--- config.mk ---
export PLATFORM = sky130hd
export DESIGN_NAME = multi_ch_pulse_gen
export DESIGN_NICKNAME = d
export VERILOG_FILES = /design/src/rtl/multi_ch_pulse_gen.sv
export SDC_FILE = /design/constraint.sdc
export NUM_CORES = 2
export LEC_CHECK = 0
export BUFFER_PORTS_ARGS = -buffer_cell sky130_fd_sc_hd__buf_2
export CORE_UTILIZATION = 51
export CTS_CLUSTER_DIAMETER = 120
export CTS_CLUSTER_SIZE = 40
export DETAILED_ROUTE_END_ITERATION = 8
export PLACE_DENSITY = 0.68
export SYNTH_ARGS = -nofsm -noshare
export SYNTH_HDL_FRONTEND = slang
export SYNTH_SLANG_ARGS = --single-unit
--- constraint.sdc ---
create_clock -name sys_clk -period 16.6 [get_ports sys_clk]
set_clock_uncertainty 0.05 [all_clocks]
set_input_delay 3.32 -clock sys_clk [delete_from_list [all_inputs] [get_ports sys_clk]]
set_output_delay 3.32 -clock sys_clk [all_outputs]
set_load 0.02 [all_outputs]
--- src/rtl/multi_ch_pulse_gen.sv ---
// multi_ch_pulse_gen: CH_NUM independent pulse channels for IGBT gate drive.
// Each channel runs an optional start delay followed by repeating on/off
// periods, optionally limited to a burst count. The host writes the active
// configuration; the running period uses a shadow copy that is refreshed only
// at period boundaries. A shared latched fault stops every channel at once.
module multi_ch_pulse_gen #(
  parameter int CH_NUM = 5,
  parameter int CNT_W  = 24,
  parameter int CH_AW  = 3
) (
  input  logic              sys_clk,
  input  logic              sys_rst_n,
  input  logic              cfg_wr,
  input  logic [CH_AW-1:0]  cfg_ch,
  input  logic [1:0]        cfg_sel,
  input  logic [CNT_W-1:0]  cfg_data,
  input  logic [CH_NUM-1:0] run,
  input  logic              fault,
  input  logic              fault_clr,
  output logic [CH_NUM-1:0] pulse_out,
  output logic [CH_NUM-1:0] busy,
  output logic [CH_NUM-1:0] burst_done,
  output logic              fault_latched
);

  typedef enum logic [1:0] {
    ST_IDLE  = 2'd0,
    ST_DELAY = 2'd1,
    ST_ON    = 2'd2,
    ST_OFF   = 2'd3
  } state_t;

  localparam logic [CNT_W-1:0] CNT_ZERO = {CNT_W{1'b0}};
  localparam logic [CNT_W-1:0] CNT_ONE  = {{(CNT_W-1){1'b0}}, 1'b1};

  logic [CH_NUM-1:0] run_q_r;
  logic              fault_latched_r;
  logic              halt_s;

  // Previous run level for edge detection; preset high so a run held through reset cannot start a channel
  always_ff @(posedge sys_clk or negedge sys_rst_n) begin
    if (!sys_rst_n) begin
      run_q_r <= {CH_NUM{1'b1}};
    end else begin
      run_q_r <= run;
    end
  end

  // Fault latch: fault sets it and dominates a simultaneous clear
  always_ff @(posedge sys_clk or negedge sys_rst_n) begin
    if (!sys_rst_n) begin
      fault_latched_r <= 1'b0;
    end else if (fault) begin
      fault_latched_r <= 1'b1;
    end else if (fault_clr) begin
      fault_latched_r <= 1'b0;
    end else begin
      fault_latched_r <= fault_latched_r;
    end
  end

  // Any live or held fault parks every channel in IDLE
  always_comb begin
    halt_s = fault | fault_latched_r;
  end

  assign fault_latched = fault_latched_r;

  for (genvar g = 0; g < CH_NUM; g++) begin : g_ch
    // Channel ids that do not exist never match, so such writes are dropped
    localparam logic [CH_AW-1:0] CH_ID = CH_AW'(g);

    logic [CNT_W-1:0] act_period_r, act_on_r, act_delay_r, act_burst_r;
    logic [CNT_W-1:0] sh_period_r, sh_on_r, sh_delay_r, sh_burst_r;
    logic [CNT_W-1:0] sh_on_eff_s, sh_off_s;
    logic [CNT_W-1:0] cnt_r, cnt_s;
    logic [CNT_W-1:0] rem_r, rem_s;
    state_t           state_r, state_s;
    logic             sh_ld_s, bnd_s, done_s;
    logic             pulse_s, busy_s;
    logic             pulse_r, busy_r, done_r;

    // Active configuration: host writes land here immediately
    always_ff @(posedge sys_clk or negedge sys_rst_n) begin
      if (!sys_rst_n) begin
        act_period_r <= CNT_ZERO;
        act_on_r     <= CNT_ZERO;
        act_delay_r  <= CNT_ZERO;
        act_burst_r  <= CNT_ZERO;
      end else if (cfg_wr && (cfg_ch == CH_ID)) begin
        case (cfg_sel)
          2'd0:    act_period_r <= cfg_data;
          2'd1:    act_on_r     <= cfg_data;
          2'd2:    act_delay_r  <= cfg_data;
          2'd3:    act_burst_r  <= cfg_data;
          default: act_period_r <= act_period_r;
        endcase
      end
    end

    // High and low lengths of the period being generated, on-time clipped to the period
    always_comb begin
      if (sh_on_r < sh_period_r) begin
        sh_on_eff_s = sh_on_r;
      end else begin
        sh_on_eff_s = sh_period_r;
      end
      sh_off_s = sh_period_r - sh_on_eff_s;
    end

    // Next-state logic: start, delay, on/off phases and period boundary handling
    always_comb begin
      state_s = state_r;
      cnt_s   = cnt_r;
      rem_s   = rem_r;
      sh_ld_s = 1'b0;
      bnd_s   = 1'b0;
      done_s  = 1'b0;
      if (halt_s || ((state_r != ST_IDLE) && !run[g])) begin
        state_s = ST_IDLE;
        cnt_s   = CNT_ZERO;
      end else begin
        case (state_r)
          ST_IDLE: begin
            if (run[g] && !run_q_r[g] && (act_period_r != CNT_ZERO)) begin
              sh_ld_s = 1'b1;
              rem_s   = act_burst_r;
              cnt_s   = CNT_ZERO;
              if (act_delay_r != CNT_ZERO) begin
                state_s = ST_DELAY;
              end else if (act_on_r != CNT_ZERO) begin
                state_s = ST_ON;
              end else begin
                state_s = ST_OFF;
              end
            end else begin
              state_s = ST_IDLE;
            end
          end
          ST_DELAY: begin
            if (cnt_r == (sh_delay_r - CNT_ONE)) begin
              cnt_s = CNT_ZERO;
              if (sh_on_eff_s != CNT_ZERO) begin
                state_s = ST_ON;
              end else begin
                state_s = ST_OFF;
              end
            end else begin
              cnt_s = cnt_r + CNT_ONE;
            end
          end
          ST_ON: begin
            if (cnt_r == (sh_on_eff_s - CNT_ONE)) begin
              cnt_s = CNT_ZERO;
              if (sh_off_s != CNT_ZERO) begin
                state_s = ST_OFF;
              end else begin
                bnd_s = 1'b1;
              end
            end else begin
              cnt_s = cnt_r + CNT_ONE;
            end
          end
          ST_OFF: begin
            if (cnt_r == (sh_off_s - CNT_ONE)) begin
              bnd_s = 1'b1;
            end else begin
              cnt_s = cnt_r + CNT_ONE;
            end
          end
          default: begin
            state_s = ST_IDLE;
            cnt_s   = CNT_ZERO;
          end
        endcase
        // Period boundary: pick up new config, count the burst, choose the next period's first phase
        if (bnd_s) begin
          sh_ld_s = 1'b1;
          cnt_s   = CNT_ZERO;
          if ((sh_burst_r != CNT_ZERO) && (rem_r <= CNT_ONE)) begin
            state_s = ST_IDLE;
            done_s  = 1'b1;
          end else begin
            if (sh_burst_r != CNT_ZERO) begin
              rem_s = rem_r - CNT_ONE;
            end else begin
              rem_s = rem_r;
            end
            if (act_period_r == CNT_ZERO) begin
              state_s = ST_IDLE;
            end else if (act_on_r != CNT_ZERO) begin
              state_s = ST_ON;
            end else begin
              state_s = ST_OFF;
            end
          end
        end else begin
          done_s = 1'b0;
        end
      end
    end

    // Output decode from the next state so the registered outputs line up with the state
    always_comb begin
      pulse_s = (state_s == ST_ON);
      busy_s  = (state_s != ST_IDLE);
    end

    // State, counters, shadow configuration and registered outputs
    always_ff @(posedge sys_clk or negedge sys_rst_n) begin
      if (!sys_rst_n) begin
        state_r     <= ST_IDLE;
        cnt_r       <= CNT_ZERO;
        rem_r       <= CNT_ZERO;
        sh_period_r <= CNT_ZERO;
        sh_on_r     <= CNT_ZERO;
        sh_delay_r  <= CNT_ZERO;
        sh_burst_r  <= CNT_ZERO;
        pulse_r     <= 1'b0;
        busy_r      <= 1'b0;
        done_r      <= 1'b0;
      end else begin
        state_r <= state_s;
        cnt_r   <= cnt_s;
        rem_r   <= rem_s;
        if (sh_ld_s) begin
          sh_period_r <= act_period_r;
          sh_on_r     <= act_on_r;
          sh_delay_r  <= act_delay_r;
          sh_burst_r  <= act_burst_r;
        end
        pulse_r <= pulse_s;
        busy_r  <= busy_s;
        done_r  <= done_s;
      end
    end

    assign pulse_out[g]  = pulse_r;
    assign busy[g]       = busy_r;
    assign burst_done[g] = done_r;
  end

endmodule
== Word-level counts from Yosys, hierarchy flattened ==
Cells that the tools add are included.

* Bitwise operators: 6
* Add/subtract/negate cells: 30
* Muxes and demuxes: 187
* $lt $le $gt $ge: 10
* Reductions and logical operators: 123
* Equal/unequal tests: 57

{| class="wikitable"
|+ Operators by type and width
! operator !! number
|-
| $mux W24 || 60
|-
| $reduce_bool A24 Y1 || 30
|-
| $pmux W24 S4 || 5
|-
| $sub A24 B1 Y24 const B || 20
|-
| $eq A24 B24 Y1 || 15
|-
| $add A24 B1 Y24 const B || 5
|-
| $le A24 B1 Y1 const B || 5
|-
| $logic_not A24 Y1 || 5
|-
| $lt A24 B24 Y1 || 5
|-
| $sub A24 B24 Y24 || 5
|-
| $mux W2 || 45
|-
| $mux W1 || 67
|-
| $reduce_and A2 Y1 || 30
|-
| $ne A4 B4 Y1 const B || 10
|-
| $eq A2 B2 Y1 const B || 17
|-
| $pmux W2 S3 || 5
|-
| $logic_and A1 B1 Y1 || 25
|-
| $reduce_bool A2 Y1 || 11
|-
| $ne A3 B1 Y1 const B || 5
|-
| $eq A2 B1 Y1 const B || 6
|-
| $logic_not A2 Y1 || 6
|-
| $logic_not A1 Y1 || 10
|-
| $pmux W1 S2 || 5
|-
| $eq A3 B2 Y1 const B || 2
|-
| other kinds (6) || 14
|}

* Register bits after elaboration: 1,231
* Logic and storage cells: 485
* Input bits: 39

== Logic depth before layout (Yosys ltp) ==
* Depth in word-level cells: 11
* Mapped depth: 38
* Depth with buffers taken out: 31

== Worst setup path before layout ==
Ideal clock, no wire load.

* Path type: register to register
* From: reg g_ch[1].sh_period_r[19]
* To: reg g_ch[1].sh_on_r[10]
* Setup time: 0.127 ns
* Arrival time: 7.971 ns
* Stages on the path, launching flop included: 36
* Slack: 8.452 ns
* Path through: dfrtp_1 -> inv_1 -> ha_1 -> nand4_1 -> or3_1 -> or4_1 -> o21a_1 -> clkbuf_1 -> clkbuf_1 -> clkbuf_1 -> a21oi_1 -> a21oi_1 -> inv_1 -> ha_1 -> inv_1 -> fa_1 -> a21o_1 -> a21oi_1 -> o21ai_1 -> a31oi_1 -> o21bai_1 -> xor2_1 -> a211o_1 -> or3_1 -> clkbuf_1 -> nor3_2 -> nor4_1 -> or4_1 -> nor4b_1 -> nand4bb_1 -> o41ai_1 -> nand2_1 -> nand2_1 -> buf_4 -> buf_6 -> mux2_1

* Longest elaborated chain between the ends: 10
* Elaborated cells on any way between the ends: 15
* Those cells by class: 3 x add/sub; 1 x order compare; 2 x eq/ne; 8 x mux; 1 x reduce/logical

{| class="wikitable"
|+ Ends and longest elaborated chain
! item !! RTL line !! text
|-
| start: declaration || 74 || <nowiki>logic [CNT_W-1:0] sh_period_r, sh_on_r, sh_delay_r, sh_burst_r;</nowiki>
|-
| start signal: assignment || 227 || <nowiki>sh_period_r <= act_period_r;</nowiki>
|-
| $lt A24 B24 Y1 || 103 || <nowiki>if (sh_on_r < sh_period_r) begin</nowiki>
|-
| $mux W24 || 103 ||
|-
| $sub A24 B24 Y24 || 108 || <nowiki>sh_off_s = sh_period_r - sh_on_eff_s;</nowiki>
|-
| $sub A24 B1 Y24 / $reduce_bool A24 Y1 (equally long branches) || 165, 155 ||
|-
| $eq A24 B24 Y1 / $mux W1 (equally long branches) || 165, 155 ||
|-
| $mux W1 (on tied branches) || 165, 153 ||
|-
| $pmux W1 S2 * || 123 || <nowiki>case (state_r)</nowiki>
|-
| $mux W1 * || 119 || <nowiki>if (halt_s || ((state_r != ST_IDLE) && !run[g])) begin</nowiki>
|-
| $mux W1 * || 177 || <nowiki>if (bnd_s) begin</nowiki>
|-
| $mux W1 * || 119 ||
|-
| end signal: assignment || 228 || <nowiki>sh_on_r <= act_on_r;</nowiki>
|-
| end: declaration || 74 ||
|}

Every way passes the cells marked *; elsewhere a longest branch is shown, timed or not. The select of a mux whose other input is x is not followed.
A chain may end at the register's enable or synchronous reset.

== Worst setup path in the final report ==
* From: reg g_ch[2].sh_period_r[9]
* To: reg g_ch[2].sh_period_r[5]

* Longest elaborated chain between the ends: 10
* Elaborated cells on any way between the ends: 15
* Those cells by class: 3 x add/sub; 1 x order compare; 2 x eq/ne; 8 x mux; 1 x reduce/logical

{| class="wikitable"
|+ Ends and longest elaborated chain
! item !! RTL line
|-
| start: declaration || 74
|-
| start signal: assignment || 227
|-
| $lt A24 B24 Y1 || 103
|-
| $mux W24 || 103
|-
| $sub A24 B24 Y24 || 108
|-
| $sub A24 B1 Y24 / $reduce_bool A24 Y1 (equally long branches) || 165, 155
|-
| $eq A24 B24 Y1 / $mux W1 (equally long branches) || 165, 155
|-
| $mux W1 (on tied branches) || 165, 153
|-
| $pmux W1 S2 * || 123
|-
| $mux W1 * || 119
|-
| $mux W1 * || 177
|-
| $mux W1 * || 119
|}

Marks and branches as above.

==> reports/qor.yml <==
clock_tree:
  post_cts_buffers: 0
  cts.sinks: 1231
  clk_path_buf_depth: 3
  cts-root-buf: "clkbuf_16"
  cts_resized: 0
  htreeDepth: 2
  cts_tree: "done"
  cts_hold_buf: 0
  clk_pin_slew_worst_paths_ns: 0.15
  clk_latency_ns: 0.73
  cts_buffers: 44
finish:
  syn_to_final_growth_pct: 3.94
  nets: 8620
  fin_util: 0.534
  fill_cells: 14260
  drive_above_1_share: 0.142
  mostFrequentLayoutCell: "dfrtp_1"
  layout_common_cells: "dfrtp_1, mux2_2, a21oi_1"
critical_path:
  cp_top_family: "simple AND/OR/NAND/NOR gates"
  end_kind: "register"
  path_class: "reg -> reg"
  max_stage_delay_ns: 0.87
  cp_max_fo: 72
  crit_slowest_cell: "buf_4"
  cp.required_ns: 17.15
  arrival_ns: 11.39
  cp-start-kind: "register"
  crit_buf_inv: 4
  rrSetupSlack_ns: 5.76
synth:
  syn_area_per_cell_um2: 9.43
  syn_nets: 8948
  synth.area.top_cells: "dfrtp_1, mux2_2, ha_1, xnor2_1, a21oi_1"
  synth_top_area_share: 0.376
  yosysWarnings: 0
  async_reset_ff_frac: 1.00
  synth_top_area_cell: "dfrtp_1"
  syn-cell-area_um2: 81500
  yosysSeqAreaShare: 0.378
  synthDistinctLibCells: 115
  ys_seq_elements: 1231
  synthFlopType: "dfrtp_1"
  synthCells: 8647
  synth-edff-count: 0
pwr:
  cellLeakagePower_nw: 36.9
  power_density_nw_per_um2: 179
  ir_worst_vdd_mv: 0.162
  design_power_total_mw: 15.2
global_route:
  antenna_found_initial: 20
  globalRouteTotalUtil: 0.295
  grt_max_degree: 185
  overflow: 0
  grt_pass1_vias: 65739
  grt_pass1_wl_um: 383000
floorplan:
  start_util: 0.514
  fp.coreArea_um2: 159000
  num_rows: 146
  die_y_um: 402
  die-area_um2: 161000
  ios: 55
  fp.dieW_um: 402
routing:
  first_pass_iters: 6
  wl_um: 244000
  post-route-drc-count: 0
  via_count: 68167
  ant_nets: 0
  drtIter0Drc: 6707
  vias_per_cell: 6.54
  avgRoutedWirePerCell_um: 23.4
timing:
  layout_setup_ws_ns: 5.76
  period_share: 0.653
  tightest_slew_ns: 1.30
  relSlewSlack: 0.131
  hold_viol: 0
  period_needed_ns: 10.84
  tns_ns: 0
  setup_violations: 0
  fin_hold_ws_ns: 0.455
  finalMaxSlewViolations: 0
  max_freq_ghz: 0.0922
  rsz0062_at_grt: "false"
job:
  maxCapViolCount: 0
place:
  post-place-ws_ns: 5.92
  gp_congestion: 0.962
  io_buffers: 54
  dp_hpwl_um: 172000
run_status:
  status: "finished, final reports clean"
min_path:
  hold_class: "reg -> reg"
[layout make-up]
class	count	area (um^2)	share of cell area
Clock buffer	57	1200	0.0142
Multi-Input combinational cell	6577	47500	0.561
Tap cell	2072	2590	0.0306
Clock inverter	20	420	0.00496
Timing Repair Buffer	143	966	0.0114
Antenna cell	2	5.00	0.0000591
Sequential cell	1231	30800	0.364
Inverter	322	1210	0.0143
[synth_stat cells, drive strengths merged (61+ instances only)]
cell type / number
a211oi: 72
a21o: 161
a21oi: 535
a31oi: 101
and2: 79
and3: 186
buf: 130
clkbuf: 387
dfrtp: 1226
ha: 257
inv: 319
mux2: 920
nand2: 518
nand2b: 70
nand3: 274
nand4: 141
nor2: 490
nor3: 260
nor3b: 73
nor4: 255
o211ai: 61
o21a: 62
o21ai: 490
o22ai: 68
or3: 106
or4: 67
xnor2: 323
xor2: 155
[flip-flops by register name (all words and copies together) (netlist names)]
register           flops
g_ch.pulse_r           5
g_ch.act_on_r        120
g_ch.cnt_r           120
g_ch.sh_burst_r      120
g_ch.rem_r           120
g_ch.sh_on_r         120
g_ch.done_r            5
g_ch.busy_r            5
g_ch.act_period_r    120
g_ch.sh_delay_r      120
g_ch.sh_period_r     120
g_ch.act_delay_r     120
run_q_r                5
g_ch.state_r          10
fault_latched          1
g_ch.act_burst_r     120
[kinds of logic after synthesis]
group / Yosys count / share of synthesized area
buffers and inverters: 839 / 0.0416
AOI/OAI and AO/OA: 2059 / 0.164
adders and majority gates: 265 / 0.0410
DFF: 1231 / 0.378
muxes: 976 / 0.136
and+or+nand+nor: 2778 / 0.182
xor gates and xnor gates: 499 / 0.0572
[power breakdown]
part / switching [mW] / leakage (nW) / total [mW] / internal (mW)
registers: 0.734 / 16.0 / 4.35 / 3.61
clock network: 1.03 / 0.767 / 1.63 / 0.596
logic: 5.50 / 20.2 / 9.21 / 3.72
[worst register-to-register path: cells and delay by family, from the launching register on]
| family | cells | cell delay (ns) |
|---|---|---|
| flip-flops | 1 | 0.48 |
| adder cells (fa/ha/maj) | 2 | 0.62 |
| buffers and inverters | 4 | 1.55 |
| AND/OR/NAND/NOR | 11 | 4.02 |
| multiplexers | 1 | 0.48 |
| AO/OA/AOI/OAI | 11 | 3.55 |
[stage by stage]
step	cell area (um^2)	instances
2_1_floorplan	81500	8647
3_3_place_gp	83100	10345
3_5_place_dp	83100	10345
4_1_cts	84700	10422
5_1_grt	84700	10423
6_report	84700	10424
[worst paths after layout]
check | startpoint | endpoint | cells after the start
worst max-delay path | g_ch[2].sh_period_r[9] | g_ch[2].sh_period_r[5] | 29
worst min register to register | g_ch[1].act_delay_r[23] | g_ch[1].sh_delay_r[23] | 1
worst max register to register | g_ch[2].sh_period_r[9] | g_ch[2].sh_period_r[5] | 29
worst min-delay path | g_ch[1].act_delay_r[23] | g_ch[1].sh_delay_r[23] | 1
min in group asynchronous | sys_rst_n | g_ch[0].pulse_r | 1
max in group asynchronous | sys_rst_n | g_ch[3].sh_period_r[19] | 4
[routing by layer]
metal	routed length, um	global-route usage	vias to the layer above
met3	15800	0.0277	472
met1	104000	0.406	33826
li1	-	-	31317
met4	9930	0.114	0
met5	0	0	-
met2	114000	0.483	2552
Power figures use the tool's default switching activity.
